`src/rtl/sat_mac_pkg.sv`:
```
// Shared definitions for the saturating MAC: mode encoding and W-bit saturation bounds.
// Pure declarations; no timing or flow-control behaviour of its own.
package sat_pkg;

    typedef enum logic {
        MODE_MUL = 1'b0,
        MODE_MAC = 1'b1
    } mode_e;

    function automatic logic signed [63:0] sat_max(input int w);
        return (64'sd1 <<< (w - 1)) - 64'sd1;
    endfunction

    function automatic logic signed [63:0] sat_min(input int w);
        return -(64'sd1 <<< (w - 1));
    endfunction

endpackage

```
`src/rtl/sat_mac_if.sv`:
```
// Beat/result bundle for sat_mac: master drives beats and clr_ovfl, slave returns results.
// No handshake back to the master; the slave accepts one beat every cycle.
interface sat_mac_if #(
    parameter int W = 16
);
    logic                in_vld;
    logic signed [W-1:0] coeff;
    logic signed [W-1:0] samp;
    logic                mode;
    logic                first;
    logic                last;
    logic                clr_ovfl;
    logic                out_vld;
    logic signed [W-1:0] result;
    logic                sat_flag;
    logic                ovfl;

    modport master (
        output in_vld, coeff, samp, mode, first, last, clr_ovfl,
        input  out_vld, result, sat_flag, ovfl
    );

    modport slave (
        input  in_vld, coeff, samp, mode, first, last, clr_ovfl,
        output out_vld, result, sat_flag, ovfl
    );

endinterface

```
`src/rtl/sat_mac_clip.sv`:
```
// Combinational two's-complement narrowing from IN_W to OUT_W bits with clip-to-rail and flag.
// Zero latency, no flow control; IN_W must be >= OUT_W.
module sat_clip
    import sat_pkg::*;
#(
    parameter int IN_W  = 17,
    parameter int OUT_W = 16
) (
    input  logic [IN_W-1:0]  i_val,
    output logic [OUT_W-1:0] o_val,
    output logic             o_sat
);

    localparam logic signed [63:0] MAX64 = sat_max(OUT_W);
    localparam logic signed [63:0] MIN64 = sat_min(OUT_W);
    localparam logic [OUT_W-1:0]   MAXV  = MAX64[OUT_W-1:0];
    localparam logic [OUT_W-1:0]   MINV  = MIN64[OUT_W-1:0];

    // The value fits only if every bit from the OUT_W sign position upward is a sign copy.
    logic [IN_W-OUT_W:0] w_top;
    assign w_top = i_val[IN_W-1:OUT_W-1];

    assign o_sat = !((&w_top) || !(|w_top));
    assign o_val = o_sat ? (i_val[IN_W-1] ? MINV : MAXV) : i_val[OUT_W-1:0];

endmodule

```
`src/rtl/sat_mac.sv`:
```
// Signed fractional multiply(-accumulate) with saturation and sticky overflow; 2-cycle latency.
// One beat per cycle, no backpressure; bubbles leave accumulator and flags untouched.
module sat_mac
    import sat_pkg::*;
#(
    parameter int W    = 16,
    parameter int FRAC = 14
) (
    input  logic     clk,
    input  logic     rst,
    sat_mac_if.slave bus
);

    localparam int PW = 2 * W;
    localparam int SW = 2 * W - FRAC;

    logic signed [PW-1:0] w_p;
    assign w_p = PW'(bus.coeff) * PW'(bus.samp);

    logic signed [PW-1:0] r_p;
    mode_e                r_mode;
    logic                 r_first;
    logic                 r_last;
    logic                 r_vld;

    always_ff @(posedge clk or posedge rst) begin
        if (rst) begin
            r_p     <= '0;
            r_mode  <= MODE_MUL;
            r_first <= 1'b0;
            r_last  <= 1'b0;
            r_vld   <= 1'b0;
        end else begin
            r_vld <= bus.in_vld;
            if (bus.in_vld) begin
                r_p     <= w_p;
                r_mode  <= mode_e'(bus.mode);
                r_first <= bus.first;
                r_last  <= bus.last;
            end
        end
    end

    // Arithmetic shift floors; the truncating cast keeps only the bits the clip inspects.
    logic [SW-1:0] w_s;
    logic [W-1:0]  w_prod;
    logic          w_prod_sat;
    assign w_s = SW'(r_p >>> FRAC);

    sat_clip #(.IN_W(SW), .OUT_W(W)) u_prod_clip (
        .i_val (w_s),
        .o_val (w_prod),
        .o_sat (w_prod_sat)
    );

    logic [W-1:0] r_acc;
    logic         r_trk;
    logic [W-1:0] w_base;
    logic [W:0]   w_sum;
    logic [W-1:0] w_acc_nxt;
    logic         w_acc_sat;
    logic         w_trk_nxt;

    assign w_base = r_first ? '0 : r_acc;
    assign w_sum  = {w_base[W-1], w_base} + {w_prod[W-1], w_prod};

    sat_clip #(.IN_W(W + 1), .OUT_W(W)) u_acc_clip (
        .i_val (w_sum),
        .o_val (w_acc_nxt),
        .o_sat (w_acc_sat)
    );

    assign w_trk_nxt = (r_first ? 1'b0 : r_trk) | w_prod_sat | w_acc_sat;

    logic         w_is_mul;
    logic         w_issue;
    logic         w_issue_sat;
    logic [W-1:0] w_issue_val;

    assign w_is_mul    = (r_mode == MODE_MUL);
    assign w_issue     = r_vld && (w_is_mul || r_last);
    assign w_issue_sat = w_is_mul ? w_prod_sat : w_trk_nxt;
    assign w_issue_val = w_is_mul ? w_prod : w_acc_nxt;

    logic         r_out_vld;
    logic [W-1:0] r_result;
    logic         r_sat;
    logic         r_ovfl;

    always_ff @(posedge clk or posedge rst) begin
        if (rst) begin
            r_acc     <= '0;
            r_trk     <= 1'b0;
            r_out_vld <= 1'b0;
            r_result  <= '0;
            r_sat     <= 1'b0;
            r_ovfl    <= 1'b0;
        end else begin
            r_out_vld <= w_issue;
            if (w_issue) begin
                r_result <= w_issue_val;
                r_sat    <= w_issue_sat;
            end
            if (r_vld && !w_is_mul) begin
                r_acc <= w_acc_nxt;
                r_trk <= w_trk_nxt;
            end
            // A saturating issue on the same edge as a clear keeps the flag set.
            if (w_issue && w_issue_sat) begin
                r_ovfl <= 1'b1;
            end else if (bus.clr_ovfl) begin
                r_ovfl <= 1'b0;
            end
        end
    end

    assign bus.out_vld  = r_out_vld;
    assign bus.result   = r_result;
    assign bus.sat_flag = r_sat;
    assign bus.ovfl     = r_ovfl;

endmodule
```
`src/flat_wrapper.sv`:
```
// flat-port wrapper written by rule: the top's interface ports become plain ports
module sat_mac_flat import sat_pkg::*;
#(
    parameter int W    = 16,
    parameter int FRAC = 14
)
  (clk, rst, bus_in_vld, bus_coeff, bus_samp, bus_mode, bus_first, bus_last, bus_clr_ovfl, bus_out_vld, bus_result, bus_sat_flag, bus_ovfl);
  sat_mac_if #(.W(W)) bus_i ();
  input  logic clk;
  input  logic rst;
  input wire logic [$bits(bus_i.in_vld)-1:0] bus_in_vld;
  input wire logic [$bits(bus_i.coeff)-1:0] bus_coeff;
  input wire logic [$bits(bus_i.samp)-1:0] bus_samp;
  input wire logic [$bits(bus_i.mode)-1:0] bus_mode;
  input wire logic [$bits(bus_i.first)-1:0] bus_first;
  input wire logic [$bits(bus_i.last)-1:0] bus_last;
  input wire logic [$bits(bus_i.clr_ovfl)-1:0] bus_clr_ovfl;
  output wire logic [$bits(bus_i.out_vld)-1:0] bus_out_vld;
  output wire logic [$bits(bus_i.result)-1:0] bus_result;
  output wire logic [$bits(bus_i.sat_flag)-1:0] bus_sat_flag;
  output wire logic [$bits(bus_i.ovfl)-1:0] bus_ovfl;
  assign bus_i.in_vld = bus_in_vld;
  assign bus_i.coeff = bus_coeff;
  assign bus_i.samp = bus_samp;
  assign bus_i.mode = bus_mode;
  assign bus_i.first = bus_first;
  assign bus_i.last = bus_last;
  assign bus_i.clr_ovfl = bus_clr_ovfl;
  assign bus_out_vld = bus_i.out_vld;
  assign bus_result = bus_i.result;
  assign bus_sat_flag = bus_i.sat_flag;
  assign bus_ovfl = bus_i.ovfl;
  sat_mac #(.W(W), .FRAC(FRAC)) u_core (.clk(clk), .rst(rst), .bus(bus_i));
endmodule
```
`config.mk`:
```
export PLATFORM = sky130hd
export DESIGN_NAME = sat_mac_flat
export DESIGN_NICKNAME = d
export VERILOG_FILES = /design/src/rtl/sat_mac_pkg.sv /design/src/rtl/sat_mac_if.sv /design/src/rtl/sat_mac_clip.sv /design/src/rtl/sat_mac.sv /design/src/flat_wrapper.sv
export SDC_FILE = /design/constraint.sdc
export NUM_CORES = 1
export LEC_CHECK = 0
export CORE_ASPECT_RATIO = 1.25
export CORE_UTILIZATION = 53
export CTS_CLUSTER_SIZE = 14
export DETAILED_ROUTE_END_ITERATION = 12
export GPL_TIMING_DRIVEN = 0
export HOLD_SLACK_MARGIN = 0.05
export PLACE_DENSITY = 0.76
export SETUP_SLACK_MARGIN = 0.5
export SLEW_MARGIN = 20
export SYNTH_ARGS = -nofsm -noshare
export SYNTH_HDL_FRONTEND = slang
export SYNTH_SLANG_ARGS = --single-unit
```
`constraint.sdc`:
```
create_clock -name clk -period 9.8 [get_ports clk]
set_clock_uncertainty 0.15 [all_clocks]
set_input_delay 2.45 -clock clk [delete_from_list [all_inputs] [get_ports clk]]
set_output_delay 2.45 -clock clk [all_outputs]
set_load 0.1 [all_outputs]
```
After elaboration in Yosys (flattened, before gate mapping)
Cells that the tools add are included.
Cells by class
  reduce and logical (&&, ||, !) cells: 15
  add/sub/neg operators: 1
  multiply operators: 1
  multiplexer cells: 10
  bitwise gates (word level): 3
Operators by type and width (count)
  $mux 16: 6
  $mul 16x16->32: 1
  $add 16x16->17: 1
  $logic_not 1->1: 4
  $mux 1: 4
  $logic_and 1x1->1: 3
  $logic_or 1x1->1: 3
  $reduce_and 3->1: 1
  $reduce_or 3->1: 1
  $or 1x1->1: 2
  $reduce_and 2->1: 1
  $reduce_bool 2->1: 1
  $reduce_or 2->1: 1
  $not 1->1: 1
Word-level totals
  register bits after elaboration: 72
  bits of input ports: 39
  output and inout port bits: 19
  word-level logic and storage cells: 41

Logic depth before layout (Yosys ltp)
Gate-level depths: netlist of run 1.
  word-level depth: 13
  gate-level depth with buffers: 24
  gate-level depth less buffers: 22

By module
From an unflattened synthesis of run 1, not the netlist that was laid out.
Second synthesis, totals
  cell total of the unflattened synthesis: 1411
  area total of the unflattened synthesis: 13196.4 um^2
By module, submodules not included
  sat_mac: area an instance 12547.0 um^2, cells each 1330, seq. area each 1451.4 um^2, times used 1
  sat_clip at u_core.u_prod_clip: area an instance 440.4 um^2, cells each 57, seq. area each 0.0 um^2, times used 1
  sat_clip at u_core.u_acc_clip: area an instance 209.0 um^2, cells each 24, seq. area each 0.0 um^2, times used 1

Worst setup path before layout of run 1
OpenSTA, ideal clock, no wires.
  kind: input -> register
  start point: input port bus_coeff[15]
  end point: register u_core.r_p[27]
  setup time: 125 ps
  data required time: 9525 ps
  data arrival time: 7785 ps
  path slack: 1740 ps
  stages: 19
  buffers on the path: 1
  cell sequence: clkbuf_1 nand2_1 inv_1 fa_1 fa_1 fa_1 fa_1 fa_1 inv_1 fa_1 inv_1 ha_1 a21oi_1 o21ai_0 a31oi_1 nor2_1 a211oi_1 xnor2_1 mux2_2
On the way
  longest elaborated chain between the ends: 1
RTL lines
  start: declaration: RTL line flat_wrapper.sv:12  | input wire logic [$bits(bus_i.coeff)-1:0] bus_coeff;
  $mul 16x16->32: RTL line sat_mac.sv:18  | assign w_p = PW'(bus.coeff) * PW'(bus.samp);
  end signal: assignment: RTL line sat_mac.sv:36  | r_p <= w_p;
  end: declaration: RTL line sat_mac.sv:20  | logic signed [PW-1:0] r_p;
No other way between the ends.
A chain may end at the register's enable or synchronous reset.

Final worst setup path of run 1
  start point: input port bus_samp[6]
  end point: register u_core.r_p[31]
On the way
  longest elaborated chain between the ends: 1
RTL lines
  start: declaration: RTL line flat_wrapper.sv:13  | input wire logic [$bits(bus_i.samp)-1:0] bus_samp;
  $mul 16x16->32: RTL line sat_mac.sv:18
No other way between the ends.

==> results.cfg, run 1 <==
[cts]
clk_latency_ps = 340
clock_tree.root_cell = clkbuf_16
cts_tree = yes
cts_sinks = 58
post_cts_buffers = 0
clk_pin_slew_ps = 50
cts-htree-levels = 3
numCtsBuffers = 9
cts_buffer_depth = 2

[job]
cap_violations = 0

[critical_path]
slowest_delay_ps = 740
startpoint_type = input pin
cpMostUsedCell = fa_1
worstSetupEndpointType = register
critPathArrivalTime_ps = 9160
critPathSlowestCell = fa_2
cpLargestDelayFamily = adder cells
crit_chain = clkdlybuf4s50_1, clkbuf_1, and2_1, fa_1, fa_2, fa_1, fa_1, fa_1, inv_1, fa_1, inv_1, ha_1, a21oi_1, o21ai_0, nor2_1, nand4_1, a311oi_1, xnor2_1, mux2_2
critical_path_buf_inv_count = 4
worstSetupPathType = input pin to register
required_ps = 9870
crit_fanout = 10

[yosys]
ys_seq_elements = 58
syn-instance-count = 1500
synth_fa_ha_area_frac = 0.485
synth.distinct_cells = 63
yosys_warnings = 0
synth_top_family_by_area = adder cells
yosysSeqAreaShare = 0.110
postSynthAreaPerCell_um2 = 8.84
synth_xor_area_frac = 0.0218
synthMuxAreaShare = 0.0109
synth_area_mm2 = 0.0133
synth_edf_count = 0
synth_ff_type = dfrtp_1
syn_nets = 1896
synth_compound_area_frac = 0.0973
ys_async_sr_fraction = 1.00
synth_simple_gate_area_frac = 0.163

[cells_and_area]
multiInputGateArea_mm2 = 0.0103
drive_gt1_frac = 0.0324
syn_to_final_growth_pct = 9.85
nFillCells = 2192
diodes = 0
finalNetCount = 1964
regArea_mm2 = 0.00145
fin_util = 0.594

[grt]
grt_max_degree = 59
grt_pass1_vias = 11500
track_usage = 0.291
grt_pass1_wl_um = 56000
grt-ovfl-total = 0
grt_antenna_before_repair = 0

[routing]
routedWlPerCell_um = 17.8
drc = 0
routed_wl_um = 33900
routed_via_density = 5.54
num_vias = 10500
ant_nets = 0
drt-pass1-iter-count = 5
drt_iter0_markers = 737

[place]
place_congestion = 0.953
port_buffers = 57
dp_hpwl_um = 28100

[sta]
min_period_ps = 9090
fmax_mhz = 110
fin_worst_hold_slack_ps = 328
hold_violations = 0
final_max_slew_viol_count = 0
period_share = 0.928
setup_viol_count_final = 0
maxSlewHeadroom = 0.350
rsz0062_at_grt = false
tns_ps = 0
worst_slew_pin_slew_ps = 972

[die]
rows = 64
start_util = 0.541
die-area_mm2 = 0.0256
core-area_mm2 = 0.0245
die_w_um = 143
ioPinCount = 58
die_y_um = 179

[worst_hold_path]
hp-class = register to register

[status]
status = completed
[logic make-up after synthesis]
family | after synthesis
and+or+nand+nor | 448
xor gates and xnor gates | 33
muxes | 13
DFF | 58
buffers and inverters | 393
adders and majority gates | 357
AOI/OAI and AO/OA | 198
[layer usage]
layer | track usage | part of all wire | up-vias
li1 | - | - | 4721
met1 | 0.337 | 0.37 | 5305
met2 | 0.517 | 0.51 | 384
met3 | 0.0467 | 0.064 | 129
met4 | 0.146 | 0.057 | 0
met5 | 0 | 0 | -
[placed cells by master (no fill, tap or decap), types with 15 or more instances in the layout]
cell type / netlist / layout
clkdlybuf4s50_1: 0 / 57
ha_1: 95 / 95
and2_1: 116 / 116
a22oi_1: 15 / 15
dfrtp_1: 58 / 58
nor2b_1: 18 / 18
nor2_1: 73 / 73
a21oi_1: 43 / 43
xnor2_1: 27 / 27
inv_1: 341 / 340
clkbuf_1: 50 / 47
fa_1: 262 / 261
o21ai_0: 62 / 62
nand2_1: 184 / 184
[worst paths after layout]
check,startpoint,end,cells after the start,slack (ps)
max,bus_samp[6],u_core.r_p[31],19,710
min,u_core.r_acc[3],u_core.r_acc[3],2,330
max reg2reg,u_core.r_p[31],u_core.r_acc[8],14,5280
min reg2reg,u_core.r_acc[3],u_core.r_acc[3],2,330
max in group asynchronous,rst,u_core.bus.result[3],2,6590
min in group asynchronous,rst,u_core.bus.result[15],2,2430
[sequential cells by signal (all words and copies together), names as in the netlist]
| name | count |
|---|---|
| u_core.bus.out_vld | 1 |
| u_core.bus.result | 16 |
| u_core.r_first | 1 |
| u_core.bus.sat_flag | 1 |
| u_core.r_vld | 1 |
| u_core.bus.ovfl | 1 |
| u_core.r_p | 18 |
| u_core.r_trk | 1 |
| u_core.r_mode | 1 |
| u_core.r_acc | 16 |
| u_core.r_last | 1 |
[synth_stat cells, types with 3 or more instances]
| library cell | n | area, um^2 |
|---|---|---|
| o211ai_1 | 8 | 60.1 |
| nand2b_1 | 11 | 68.8 |
| nor2_1 | 73 | 274 |
| xor2_1 | 6 | 52.6 |
| nor3_1 | 9 | 45.0 |
| a31oi_1 | 8 | 50.1 |
| ha_1 | 95 | 1190 |
| o21ai_0 | 62 | 310 |
| clkbuf_1 | 50 | 188 |
| nand2_1 | 184 | 691 |
| dfrtp_1 | 58 | 1450 |
| or3_1 | 3 | 18.8 |
| o31ai_1 | 6 | 45.0 |
| o21bai_1 | 6 | 45.0 |
| a211oi_1 | 6 | 45.0 |
| and2_1 | 116 | 726 |
| o21ai_1 | 6 | 30.0 |
| nand4_1 | 10 | 62.6 |
| and3_1 | 4 | 25.0 |
| a21boi_0 | 3 | 22.5 |
| a22oi_1 | 15 | 113 |
| nor2b_1 | 18 | 113 |
| inv_1 | 341 | 1280 |
| xnor2_1 | 27 | 236 |
| nand3_1 | 8 | 40.0 |
| mux2_2 | 11 | 124 |
| a21o_1 | 11 | 82.6 |
| a21oi_1 | 43 | 215 |
| fa_1 | 262 | 5250 |
[final cells by class]
cell class	instances	area share
Inverter	341	0.0881
Clock inverter	4	0.00344
Sequential cell	58	0.0997
Buffer	52	0.0144
Timing Repair Buffer	57	0.0392
Tap cell	330	0.0284
Multi-Input combinational cell	1049	0.709
Clock buffer	12	0.0176
[timing repair]
item / in CTS / in global routing
resized for setup: 0 / 10
endpoints found under the setup margin: 0 / 4
hold buffers: 0 / 0
[through the flow]
stage / setup WS [ps] / instances / cell area [um^2]
after global placement: 244 / 1887 / 14200
after CTS: 503 / 1903 / 14500
after global routing: 519 / 1903 / 14600
after floorplan: 1740 / 1500 / 13300
final: 710 / 1903 / 14600
after detailed placement: 180 / 1887 / 14200
[tightest hold or removal path: cells and delay by family, from the launching register on]
kind / cells / cell delay (ps)
AOI/OAI and AO/OA: 1 / 60
DFF: 1 / 330
and+or+nand+nor: 1 / 40
Power of run 1 is not shown: default switching activity piles up to over one toggle a cycle in this logic, so the estimate is an artifact.
==> inputs of run 2 (changes only) <==
--- a/config.mk
+++ b/config.mk
@@ -5,13 +5,14 @@
 export SDC_FILE = /design/constraint.sdc
 export NUM_CORES = 1
 export LEC_CHECK = 0
+export CAP_MARGIN = 20
 export CORE_ASPECT_RATIO = 1.25
 export CORE_UTILIZATION = 53
 export CTS_CLUSTER_SIZE = 14
 export DETAILED_ROUTE_END_ITERATION = 12
 export GPL_TIMING_DRIVEN = 0
 export HOLD_SLACK_MARGIN = 0.05
-export PLACE_DENSITY = 0.76
+export PLACE_DENSITY_LB_ADDON = 0.2
 export SETUP_SLACK_MARGIN = 0.5
 export SLEW_MARGIN = 20
 export SYNTH_ARGS = -nofsm -noshare
==> constraint.sdc (replaced) <==
create_clock -name clk -period 9.96 [get_ports clk]
set_clock_uncertainty 0.15 [all_clocks]
set_input_delay 2.49 -clock clk [delete_from_list [all_inputs] [get_ports clk]]
set_output_delay 2.49 -clock clk [all_outputs]
set_load 0.1 [all_outputs]
==> run 2 against run 1 <==
- critical path depth up 1
- first-iteration DRC count down 9.5%
- critical endpoint is now u_core.r_p[27]
- highest routed layer unchanged
- hold slack worse by 10 ps
- final cell count about the same
- critical path type unchanged
==> results.cfg, run 2 (synthesis gave the netlist of run 1 again) <==
[routing]
drt_iter0_markers = 667
num_vias = 10400
routed-wl-met2_um = 17300
routedWlPerCell_um = 17.9
drc = 0
highest_layer = met4
ant_nets = 0
wl_met1_um = 13200
routed_via_density = 5.45
wl_met3_um = 1550
routed_wl_um = 34100
drt-pass1-iter-count = 5

[sta]
setup_viol_count_final = 0
worst_slew_pin_slew_ps = 974
fmax_mhz = 109
min_period_ps = 9180
rsz0062_at_grt = false
period_share = 0.922
tns_ps = 0
maxSlewHeadroom = 0.349
final_max_slew_viol_count = 0
hold_violations = 0

[cts]
holdBufCountCts = 0
cts_sinks = 58
clk_pin_slew_ps = 50
ctsResizeCount = 1
numCtsBuffers = 9
clk_latency_ps = 320
clock_tree.root_cell = clkbuf_16
cts_buffer_depth = 2
cts-htree-levels = 3
cts_tree = yes
post_cts_buffers = 0

[cells_and_area]
largest_reg_flops = 18
syn_to_final_growth_pct = 10.0
finalNetCount = 1964
largest_register = u_core.r_p
drive_gt1_frac = 0.0318
mostFrequentLayoutCell = inv_1
fin_util = 0.595
final_cell_mix = inv_1, fa_1, nand2_1, and2_1, ha_1

[grt]
grt_antenna_before_repair = 0
grt_max_degree = 59
track_usage = 0.292
grt_pass1_vias = 11200
grt_pass1_wl_um = 55800
grt-ovfl-total = 0

[critical_path]
crit_fanout = 10
worstSetupEndpointType = register
worstSetupPathType = input pin to register
critPathArrivalTime_ps = 9240
startpoint_type = input pin
crit_chain = clkdlybuf4s50_1, clkbuf_2, nand2_1, inv_1, fa_1, fa_2, fa_1, fa_1, fa_1, inv_1, fa_1, inv_1, ha_1, a21oi_1, o21ai_0, a31oi_1, nor2_1, a211oi_1, xnor2_1, mux2_2
slowest_delay_ps = 750
cpLargestDelayFamily = adder cells
critical_path_buf_inv_count = 5
required_ps = 10020
critPathSlowestCell = fa_2
cpMostUsedCell = fa_1

[die]
ioPinCount = 58
die-area_mm2 = 0.0256
die_y_um = 179
rows = 64
core-area_mm2 = 0.0245
start_util = 0.541
die_w_um = 143

[job]
cap_violations = 0

[worst_hold_path]
hp-class = register to register

[status]
status = completed

[place]
port_buffers = 57
place_congestion = 0.911
dp_hpwl_um = 29000
-- run 2: cell type report --
class                      instances  area [um^2]
fill                            2262         9920
clock buffer                      12          256
buffer                            52          208
antenna                            1         2.50
clock inverter                     4         73.8
sequential                        58         1450
inverter                         341         1280
timing repair buffer              57          571
tap                              330          413
multi-input combinational       1049        10300
-- run 2: final timing paths --
check | depth (start not counted) | slack (ps) | to | startpoint
worst max-delay path | 20 | 780 | u_core.r_p[27] | bus_samp[1]
worst min-delay path | 2 | 320 | u_core.r_acc[9] | u_core.r_acc[9]
worst max register to register | 15 | 5430 | u_core.bus.result[13] | u_core.r_p[31]
worst min register to register | 2 | 320 | u_core.r_acc[9] | u_core.r_acc[9]
max in group asynchronous | 2 | 6690 | u_core.r_acc[3] | rst
min in group asynchronous | 2 | 2490 | u_core.r_p[29] | rst
-- run 2: worst register-to-register path, cell delays in order (launching register included) --
cell	delay (ps)
dfrtp_1	470
nor2_1	370
clkbuf_1	360
nor2_1	100
nor2_1	120
ha_1	200
inv_1	70
fa_1	450
nand2b_1	210
a21oi_1	320
o21ai_0	300
a21o_1	310
a211oi_4	490
buf_6	240
a31oi_1	90
o21ai_0	210
-- run 2: metrics by stage --
| step | setup WS [ps] | hold slack [ps] | cells | instance area (um^2) |
|---|---|---|---|---|
| global route | 506 | 350 | 1903 | 14600 |
| floorplan | 1860 | 291 | 1500 | 13300 |
| CTS | 541 | 321 | 1903 | 14600 |
| global placement | 175 | 302 | 1887 | 14200 |
| finish | 778 | 318 | 1904 | 14600 |
| detailed placement | 62.4 | 310 | 1887 | 14200 |
-- run 2: per-layer routing --
layer / up-vias / GRT usage
met3: 106 / 0.0232
met2: 329 / 0.519
met1: 5213 / 0.349
met4: 0 / 0.161
met5: - / 0
li1: 4722 / -
Power of run 2 is left out for the same reason.
==> inputs of run 3 (changes only) <==
--- a/config.mk
+++ b/config.mk
@@ -5,8 +5,10 @@
 export SDC_FILE = /design/constraint.sdc
 export NUM_CORES = 1
 export LEC_CHECK = 0
+export ABC_AREA = 1
 export CAP_MARGIN = 20
 export CORE_ASPECT_RATIO = 1.25
+export CORE_MARGIN = 10
 export CORE_UTILIZATION = 53
 export CTS_CLUSTER_SIZE = 14
 export DETAILED_ROUTE_END_ITERATION = 12
==> run 3 against run 2 <==
- setup slack better by 280 ps
- via count grew 18%
- critical path depth grew 2
- register-to-register slack improved by 1000 ps
- final cell count increased by 24%
- design area rose by 6.4%
- clock-buffer cell count did not move
- die area up 33%
- wire length rose by 19%
- critical endpoint is now u_core.r_p[30]
- global-route usage fell by 4.5 points
- maximum frequency grew 3.2%
==> results.cfg, run 3 <==
[cts]
cts_sinks = 58
holdBufCountCts = 0
ctsResizeCount = 0
cts-htree-levels = 3
cts_buffer_depth = 2
clk_latency_ps = 340
clk_pin_slew_ps = 50
cts_tree = yes
numCtsBuffers = 9
post_cts_buffers = 0
clock_tree.root_cell = clkbuf_16

[routing]
num_vias = 12200
routed_via_density = 5.20
ant_nets = 0
drt-pass1-iter-count = 8
drt_iter0_markers = 912
routed_wl_um = 40500
routedWlPerCell_um = 17.2
drc = 0

[die]
core-area_mm2 = 0.0268
ioPinCount = 58
die-area_mm2 = 0.0342
die_w_um = 167
start_util = 0.536
die_y_um = 204
rows = 67

[yosys]
syn-instance-count = 1954
yosysMostFrequentCell = nand2_1
ys_top_cells_by_count = nand2_1, inv_1, fa_1
yosysSeqAreaShare = 0.101
postSynthAreaPerCell_um2 = 7.36
syn_nets = 2350
synth_edf_count = 0
yosys_warnings = 0
synth_area_mm2 = 0.0144
synth_area_leader_cell = fa_1
ys_async_sr_fraction = 1.00
synth.distinct_cells = 36
ys_seq_elements = 58
synth_ff_type = dfrtp_1
yosys-top-cells-area = fa_1, nand2_1, inv_1, dfrtp_1, ha_1
post-synth-top-area-fraction = 0.365

[cells_and_area]
multiInputGateArea_mm2 = 0.0105
regArea_mm2 = 0.00145
syn_to_final_growth_pct = 7.85
nFillCells = 2708
finalNetCount = 2398
largest_reg_flops = 18
diodes = 0
drive_gt1_frac = 0.0364
largest_register = u_core.r_p
mostFrequentLayoutCell = nand2_1
final_cell_mix = nand2_1, inv_1, fa_1, ha_1, nor2_1

[critical_path]
r2r_slack_ps = 6470
worstReg2RegStart = u_core.r_p[30]
worstSetupEndpointType = register
startpoint_type = input pin
crit_fanout = 10
required_ps = 10040
worstSetupPathType = input pin to register
critPathArrivalTime_ps = 8980
startpoint = bus_coeff[15]

[sta]
setup_viol_count_final = 0
tns_ps = 0
fmax_mhz = 112
period_share = 0.894
maxSlewHeadroom = 0.343
min_period_ps = 8900
final_max_slew_viol_count = 0
worst_slew_pin_slew_ps = 982
hold_violations = 0
rsz0062_at_grt = false

[place]
place_congestion = 0.955
port_buffers = 36
dp_hpwl_um = 34600

[status]
status = completed

[grt]
grt-ovfl-total = 0
grt_antenna_before_repair = 0
track_usage = 0.246
grt_pass1_vias = 13100
grt_max_degree = 48
grt_pass1_wl_um = 66800

[worst_hold_path]
hp-class = register to register
worstHoldStart = u_core.bus.result[7]

[job]
cap_violations = 0
==> run 3: changes by cell type in the layout (fill, tap and decap cells not counted), sizes merged, moves of 12 or more <==
cell / before / now
nand2: 184 / 566
inv: 341 / 548
and2: 118 / 0
nand3: 8 / 79
a21oi: 44 / 74
clkdlybuf4s50: 57 / 36
xnor2: 27 / 6
nor2b: 18 / 0
o21ai: 69 / 52
a22oi: 15 / 1
buf: 2 / 14
clkbuf: 62 / 74
==> run 3: cell type report <==
type                            instances  share of cell area
Multi-Input combinational cell       1272               0.677
Clock buffer                           12              0.0165
Timing Repair Buffer                   37              0.0250
Sequential cell                        58              0.0936
Buffer                                 75              0.0235
Tap cell                              345              0.0278
Inverter                              549               0.133
Clock inverter                          4             0.00323
==> run 3: worst max-delay path, stage by stage <==
cell and delay, ps:
clkdlybuf4s50_1 660, clkbuf_1 430, nand2_1 200, inv_1 170, fa_1 500, fa_1 820
inv_1 130, fa_1 500, fa_1 560, fa_1 420, fa_1 490, inv_1 40
ha_1 390, nand2_1 130, nor2_1 170, inv_1 80, nor4_1 320, nand3_1 180
nand2_1 90, nand2_1 50, nand3_1 70, nand2_1 60
==> run 3: routing by layer <==
layer  share of wire  GRT usage  up-vias  wire length (um)
met5               0          0        -                 0
met4           0.039     0.0909        0              1570
met3           0.056     0.0289       95              2270
met2            0.51      0.439      394             20700
met1            0.40      0.299     6032             16100
li1                -          -     5720                 -
==> run 3: kinds of logic (layout without fill, tap and decap cells) <==
group,count (synthesis),after routing,share of synthesized area
buffers and inverters,624,677,0.169
and+or+nand+nor,762,762,0.221
AOI/OAI and AO/OA,136,136,0.0514
adders and majority gates,357,357,0.447
DFF,58,58,0.101
xor gates and xnor gates,17,17,0.0104
==> run 3: final timing paths <==
| check | endpoint | cells after the start |
|---|---|---|
| min | u_core.bus.result[7] | 2 |
| max | u_core.r_p[30] | 22 |
| max in group asynchronous | u_core.bus.result[6] | 3 |
| max reg2reg | u_core.bus.sat_flag | 20 |
| min in group asynchronous | u_core.r_p[22] | 2 |
| min reg2reg | u_core.bus.result[7] | 2 |
==> run 3: per-stage QoR <==
| stage | instances | util | worst slack, ps | cell area [um^2] | hold WS, ps |
|---|---|---|---|---|---|
| final | 2352 | 0.578 | 1060 | 15500 | 324 |
| after global routing | 2352 | 0.578 | 548 | 15500 | 351 |
| after CTS | 2352 | 0.578 | 1090 | 15500 | 331 |
| after detailed placement | 2336 | 0.567 | 761 | 15200 | 315 |
| after global placement | 2335 | 0.566 | 817 | 15200 | 313 |
| after floorplan | 1954 | - | 2150 | 14400 | 292 |
Power of run 3 is left out for the same reason.
